## config.mk

```make
export PLATFORM = sky130hd
export DESIGN_NAME = pipeline_ctrl
export DESIGN_NICKNAME = d
export VERILOG_FILES = /design/src/rtl/pipeline_ctrl.sv
export SDC_FILE = /design/constraint.sdc
export NUM_CORES = 1
export LEC_CHECK = 0
export BUFFER_PORTS_ARGS = -buffer_cell sky130_fd_sc_hd__buf_2
export CORE_ASPECT_RATIO = 0.5
export CORE_MARGIN = 10
export CORE_UTILIZATION = 55
export DETAILED_ROUTE_END_ITERATION = 10
export HOLD_SLACK_MARGIN = 0.02
export PLACE_DENSITY_LB_ADDON = 0.15
export SETUP_SLACK_MARGIN = 0.4
export SLEW_MARGIN = 5
export SYNTH_ARGS = -nofsm -noshare
export SYNTH_HDL_FRONTEND = slang
export SYNTH_SLANG_ARGS = --single-unit
export TNS_END_PERCENT = 100
```

## constraint.sdc

```tcl
create_clock -name clk -period 2.1 [get_ports clk]
set_clock_uncertainty 0.05 [all_clocks]
set_input_delay 0.42 -clock clk [delete_from_list [all_inputs] [get_ports clk]]
set_output_delay 0.42 -clock clk [all_outputs]
set_load 0.02 [all_outputs]
```

## src/rtl/pipeline_ctrl.sv

```systemverilog
// Pipeline sequencing controller for the 5-stage core: stage write-enable, flush and
// bubble control, stale-fetch tracking after redirects, perf counters and a freeze watchdog.
module pipeline_ctrl #(
  parameter int CNT_W      = 16,
  parameter int HANG_LIMIT = 1024
) (
  input  logic             clk,
  input  logic             rst,
  input  logic             FU__Need_Stall,
  input  logic             EX__Branch_Taken,
  input  logic             EX__Jump,
  input  logic             IF__Busy,
  input  logic             MEM__Busy,
  output logic             PC_WE,
  output logic             IFid__WE,
  output logic             IFid__Flush,
  output logic             IDex__WE,
  output logic             IDex__Flush,
  output logic             EXmem__WE,
  output logic             EXmem__Bubble,
  output logic             MEMwb__WE,
  output logic [1:0]       Ctl_State,
  output logic [CNT_W-1:0] Stall_Cnt,
  output logic [CNT_W-1:0] Flush_Cnt,
  output logic             Hang_Err
);

  localparam int FRZ_W = $clog2(HANG_LIMIT + 1);
  localparam logic [FRZ_W-1:0] FRZ_MAX = FRZ_W'(HANG_LIMIT);

  typedef enum logic [1:0] {
    ST_RUN      = 2'b00,
    ST_MEM_WAIT = 2'b01,
    ST_LU_STALL = 2'b10,
    ST_REDIRECT = 2'b11
  } dec_e;

  dec_e             state_q, state_d;
  logic             redir_pend_q, redir_pend_d;
  logic [CNT_W-1:0] stall_cnt_q, stall_cnt_d;
  logic [CNT_W-1:0] flush_cnt_q, flush_cnt_d;
  logic [FRZ_W-1:0] freeze_q, freeze_d;
  logic             hang_q, hang_d;
  logic             redirect;

  assign redirect = EX__Branch_Taken | EX__Jump;

  always_comb begin
    state_d       = ST_RUN;
    redir_pend_d  = redir_pend_q;
    PC_WE         = 1'b1;
    IFid__WE      = 1'b1;
    IFid__Flush   = 1'b0;
    IDex__WE      = 1'b1;
    IDex__Flush   = 1'b0;
    EXmem__WE     = 1'b1;
    EXmem__Bubble = 1'b0;
    MEMwb__WE     = 1'b1;
    if (rst) begin
      // Load NOPs into the front three registers; PC and WB hold.
      PC_WE         = 1'b0;
      MEMwb__WE     = 1'b0;
      IFid__Flush   = 1'b1;
      IDex__Flush   = 1'b1;
      EXmem__Bubble = 1'b1;
      redir_pend_d  = 1'b0;
    end else begin
      if (MEM__Busy) begin
        state_d   = ST_MEM_WAIT;
        PC_WE     = 1'b0;
        IFid__WE  = 1'b0;
        IDex__WE  = 1'b0;
        EXmem__WE = 1'b0;
        MEMwb__WE = 1'b0;
      end else if (FU__Need_Stall) begin
        state_d       = ST_LU_STALL;
        PC_WE         = 1'b0;
        IFid__WE      = 1'b0;
        IDex__WE      = 1'b0;
        EXmem__Bubble = 1'b1;
      end else if (redirect) begin
        state_d     = ST_REDIRECT;
        IFid__Flush = 1'b1;
        IDex__Flush = 1'b1;
      end else if (IF__Busy) begin
        PC_WE       = 1'b0;
        IFid__Flush = 1'b1;
      end
      // A fetch issued before the redirect may still be landing: drop it.
      if (redir_pend_q && IFid__WE) IFid__Flush = 1'b1;
      if (state_d != ST_MEM_WAIT) begin
        if (!IF__Busy)                  redir_pend_d = 1'b0;
        else if (state_d == ST_REDIRECT) redir_pend_d = 1'b1;
      end
    end
  end

  always_comb begin
    stall_cnt_d = stall_cnt_q;
    flush_cnt_d = flush_cnt_q;
    freeze_d    = '0;
    if (!PC_WE && stall_cnt_q != '1)               stall_cnt_d = stall_cnt_q + CNT_W'(1);
    if (state_d == ST_REDIRECT && flush_cnt_q != '1) flush_cnt_d = flush_cnt_q + CNT_W'(1);
    if (!MEMwb__WE) freeze_d = (freeze_q == FRZ_MAX) ? freeze_q : freeze_q + FRZ_W'(1);
    hang_d = hang_q | (freeze_d == FRZ_MAX);
  end

  always_ff @(posedge clk) begin
    if (rst) begin
      state_q      <= ST_RUN;
      redir_pend_q <= 1'b0;
      stall_cnt_q  <= '0;
      flush_cnt_q  <= '0;
      freeze_q     <= '0;
      hang_q       <= 1'b0;
    end else begin
      state_q      <= state_d;
      redir_pend_q <= redir_pend_d;
      stall_cnt_q  <= stall_cnt_d;
      flush_cnt_q  <= flush_cnt_d;
      freeze_q     <= freeze_d;
      hang_q       <= hang_d;
    end
  end

  assign Ctl_State = state_q;
  assign Stall_Cnt = stall_cnt_q;
  assign Flush_Cnt = flush_cnt_q;
  assign Hang_Err  = hang_q;

endmodule
```

* After elaboration in Yosys (flattened, before gate mapping)
Index checks and enable logic that the tools add are counted.
** Word-level totals
- Bits in registers :: 47
- Input bits :: 7
- Output and inout bits :: 43
- Word-level logic and storage cells :: 59
** Operators by class
- $add $sub $neg :: 3
- Equality and inequality tests :: 8
- Mux-type cells :: 35
- Bitwise logic cells :: 2
- Reductions and logical operators :: 5
** Operators with widths (number)
- $add 16x1->16 const B :: 2
- $ne 16x16->1 const B :: 2
- $mux 1 :: 28
- $eq 11x11->1 const B :: 2
- $mux 11 :: 2
- $add 11x1->11 const B :: 1
- $mux 2 :: 5
- $eq 2x2->1 const B :: 2
- $ne 2x1->1 const B :: 2
- $logic_and 1x1->1 :: 3
- $or 1x1->1 :: 2
- $reduce_and 2->1 :: 1
- $logic_not 1->1 :: 1

* Depth between registers and ports, before layout
- Word-level depth :: 8
- Depth in mapped cells :: 7
- Depth with buffers taken out :: 7

* Worst setup path after synthesis
OpenSTA, ideal clock, no wires.
- Path kind :: reg2reg
- Start point :: register flush_cnt_q[4] (netlist: Flush_Cnt[4])
- End point :: register flush_cnt_q[0] (netlist: Flush_Cnt[0])
- Library setup time :: 0.128 ns
- Arrival :: 1.655 ns
- Required time :: 1.922 ns
- Slack :: 0.268 ns
- Cell stages (with the launch flop) :: 6
- Buffers on the path :: 0
- Clock period less this slack :: 1.832 ns
- Cell sequence :: dfxtp_1 > nand4_1 > nor4_1 > nor2_1 > xnor2_1 > nor2_1
** On the way
- Longest elaborated chain between the ends :: 2
** RTL lines
- from (decl) :: line 41 : logic [CNT_W-1:0] flush_cnt_q, flush_cnt_d;
- from (signal assigned) :: line 120 : flush_cnt_q <= flush_cnt_d;
- $ne 16x16->1 :: line 103 : if (state_d == ST_REDIRECT && flush_cnt_q != '1) flush_cnt_d = flush_cnt_q + CNT_W'(1);
- $logic_and 1x1->1 :: line 103
Every way passes these cells.
A chain may end at the register's enable or synchronous reset.

* Worst setup path in the final report
- Start point :: input rst
- End point :: output PC_WE
** On the way
- Longest elaborated chain between the ends :: 1
** RTL lines
- from (decl) :: line 8 : input logic rst,
- $mux 1 :: line 59 : if (rst) begin
- to (decl) :: line 14 : output logic PC_WE,
Every way passes these cells.

==> results by group <==
Worst setup path
  – Worst R2R End: Stall_Cnt[13]
  – Crit path cell chain: buf_8 > or2_4 > or3_4 > inv_2 > buf_6
  – R2R depth: 4
  – CP max stage cell: or3_4
  – Max incr delay on CP: 0.33 ns
  – Maximum fanout along the worst path: 2
  – Crit path launch type: input port
  – R2R Setup Slk: between 0.4 and 0.5 ns
  – Critical path arrival: approximately 1.3 ns
  – Critical Path RT: about 1.6 ns
  – R2r startpoint: Stall_Cnt[10]
  – Crit path kind: in2out
  – Crit end category: output pin

Drt
  – First-pass DRT Iterations: 4
  – Antenna Nets Post-Route: 0
  – DRC violation total after the first TritonRoute iteration: between 100 and 150
  – DR vias/cell: 5.66
  – DR DRC count: 0
  – Total wire length: ~6400 um
  – Wirelength per Cell: 15.8 um
  – Vias: around 2300

Die
  – DIE AREA: 0.00780 sq mm
  – Row Count: 17
  – Die Wd: between 100 and 150 um
  – Die H: around 68 um
  – Starting density of the core: about 57%
  – I/O pins: 50
  – Core area: approximately 0.0044 sq mm

GRT
  – First-pass GRT wire length: 9880 um
  – GRT overflow: 0
  – Vias in the first global route: around 2100
  – Largest net degree at the start of global routing: 33
  – Initial antenna violation count: 0
  – Total track usage: about 15%

STA
  – Max transition margin: between 60% and 70%
  – Fin crit period: around 1.7 ns
  – Final worst slack: between 0.3 and 0.4 ns
  – Measured slew at the worst slew-check pin: around 0.45 ns
  – TNS Setup: 0 ns
  – Fmax: 572 MHz
  – RSZ-0062 raised after global routing: true
  – Max Slew Vio Count: 0
  – Final hold vios: 0
  – Final period util: between 80 and 90%
  – Setup Viol. Count Final: 0

Final layout
  – Final Util: between 70 and 80%
  – Non-Filler Instances: about 400
  – # diodes: 0
  – Syn-to-layout area delta: 31.0%
  – Fin nets: around 360
  – Layout cells sized above 1: ~40%
  – Filler Cell Count: approximately 330

Clocking
  – CTS Buffer Depth: 2
  – Clk slew on worst S/H paths: about 0.080 ns
  – CTS HTree Levels: 2
  – Clock Latency Late Sink: 0.31 ns
  – Num CTS Buffers: 5
  – CTS sink count: 47
  – Root Driver: clkbuf_8
  – TritonCTS clock tree: yes
  – CTS Hold Bufs: 0

Yosys
  – Synth Area per Inst: 8.82 sq um
  – Gate Count Post-Synth: 283
  – Post-Syn Area: 0.00250 sq mm
  – Sequential fraction of the synthesis area: between 30% and 40%
  – Syn nets: slightly below 300
  – EDFF count, synth: 0
  – Yosys warns: 0
  – Most used flip-flop cell after synthesis: dfxtp_1
  – Netlist cell types: just over 50
  – Async S/R FF share, synth: 0%
  – Synthesis-stage register bit count: 47

Run status
  – Run status: finished clean

Pwr
  – Pwr per Cell Area: approximately 550 mW/mm^2
  – Comb pwr share: a little over a tenth
  – Seq pwr share: 50.8%
  – Leakage power figure: 0.00129 uW
  – Clock power share: around two fifths
  – Pint: between 1000 and 1500 uW
  – Switch share: between 20% and 30%
  – Worst VDD drop: just under 0.0005 V
  – NetSw: between 400 and 500 uW

Place
  – GP Congestion: 0.844
  – DP Worst Slack: 0.0945 ns
  – IO Port Bufs: between 40 and 50
  – Placed cell count: approximately 380
  – HPWL after DPL: 4260 um

Flow run
  – Maxcap violations: 0

Min path
  – Worst Hold Depth: 2
  – Worst hold endpoint: redir_pend_q
  – Hold path startpoint: IF__Busy
  – Worst Hold Class: in2reg
## worst max-delay path: cells and delay by family
family,cells,cell delay (ns)
buffers and inverters,3,0.28
and+or+nand+nor,2,0.57
## registers in the layout, indices dropped and copies added, names as in the netlist
register and flops:
redir_pend_q 1, Ctl_State 2, Stall_Cnt 16, Hang_Err 1, freeze_q 11, Flush_Cnt 16
## logic make-up after synthesis
| family | count (synthesis) | synth area share (%) |
|---|---|---|
| multiplexers | 2 | 0.802 |
| AO/OA/AOI/OAI | 44 | 13.7 |
| adder cells (fa/ha/maj) | 4 | 2.00 |
| AND/OR/NAND/NOR | 134 | 30.4 |
| buffers and inverters | 23 | 5.21 |
| XOR/XNOR | 29 | 10.2 |
| flip-flops | 47 | 37.7 |
## Yosys cell counts, drive strengths merged (6+ instances only)
library cell | count | area, sq um
dfxtp | 47 | 941
nor2 | 42 | 158
nand3 | 25 | 130
xor2 | 19 | 166
nand2 | 12 | 45.0
nor3 | 12 | 60.1
inv | 11 | 41.3
nand4 | 10 | 75.1
xnor2 | 10 | 87.6
a21oi | 9 | 45.0
o31ai | 9 | 67.6
and3 | 7 | 45.1
buf | 7 | 68.8
o21ai | 6 | 33.8
## area by class of cell
class                   instances  area, sq um  share of cell area (%)
clock buffers                   6         82.6                    2.52
clock inverters                 2         35.0                    1.07
inverters                      11         45.0                    1.38
multi-input cells             214         1620                    49.5
flip-flops and latches         47          986                    30.1
well taps                      57         71.3                    2.18
repair buffers                 65          427                    13.0
repair inverters                1         5.00                   0.153
## worst max-delay path by stage
stage / start / depth (start not counted) / endpoint
3_5_place_dp: EX__Branch_Taken / 6 / Stall_Cnt[15]
2_1_floorplan: MEM__Busy / 7 / Stall_Cnt[5]
4_1_cts: MEM__Busy / 5 / PC_WE
3_3_place_gp: EX__Branch_Taken / 6 / Stall_Cnt[15]
5_1_grt: rst / 5 / PC_WE
6_report: rst / 5 / PC_WE
## power groups by stage
stage / sequential (uW) / combinational [uW] / clock, uW
2_1_floorplan: 951 / 93.8 / 0
3_3_place_gp: 938 / 146 / 0
5_1_grt: 919 / 203 / 752
4_1_cts: 918 / 167 / 706
3_5_place_dp: 939 / 151 / 0
6_report: 916 / 188 / 698
## metal layers
| layer | track usage (%) | wire, um | vias up |
|---|---|---|---|
| met5 | 0 | 0 | - |
| met4 | 4.75 | 91 | 0 |
| met3 | 4.60 | 384 | 10 |
| met2 | 27.2 | 3170 | 48 |
| met1 | 17.6 | 2710 | 1069 |
| li1 | - | - | 1153 |
## stage by stage
stage | area [sq um] | hold WS [ns] | power [uW]
floorplan | 2550 | 0.447 | 1040
global placement | 2810 | 0.391 | 1080
detailed placement | 2810 | 0.396 | 1090
CTS | 3060 | 0.374 | 1790
global route | 3270 | 0.373 | 1870
finish | 3270 | 0.370 | 1800
## timing repair
action                     CTS  global route
buffers inserted             6             6
pin swaps                    4            15
setup endpoints to repair   20            28
resized for setup           24            39
cloned                       1             1
## placed cells by master, fill, tap and decap left out, types with 4 or more instances in the layout
cell type	count
dfxtp_4	8
clkbuf_8	6
dfxtp_1	27
a21oi_1	8
or2_4	4
nor3_1	9
o21a_1	5
o31ai_1	7
xnor2_1	10
nand2_1	11
buf_4	13
xor2_1	19
nand4_1	8
or4_1	4
o21ai_0	4
nand3_1	21
buf_2	45
dfxtp_2	12
and3_1	6
nor2_1	42
inv_1	8
(Power assumes the default switching activity.)
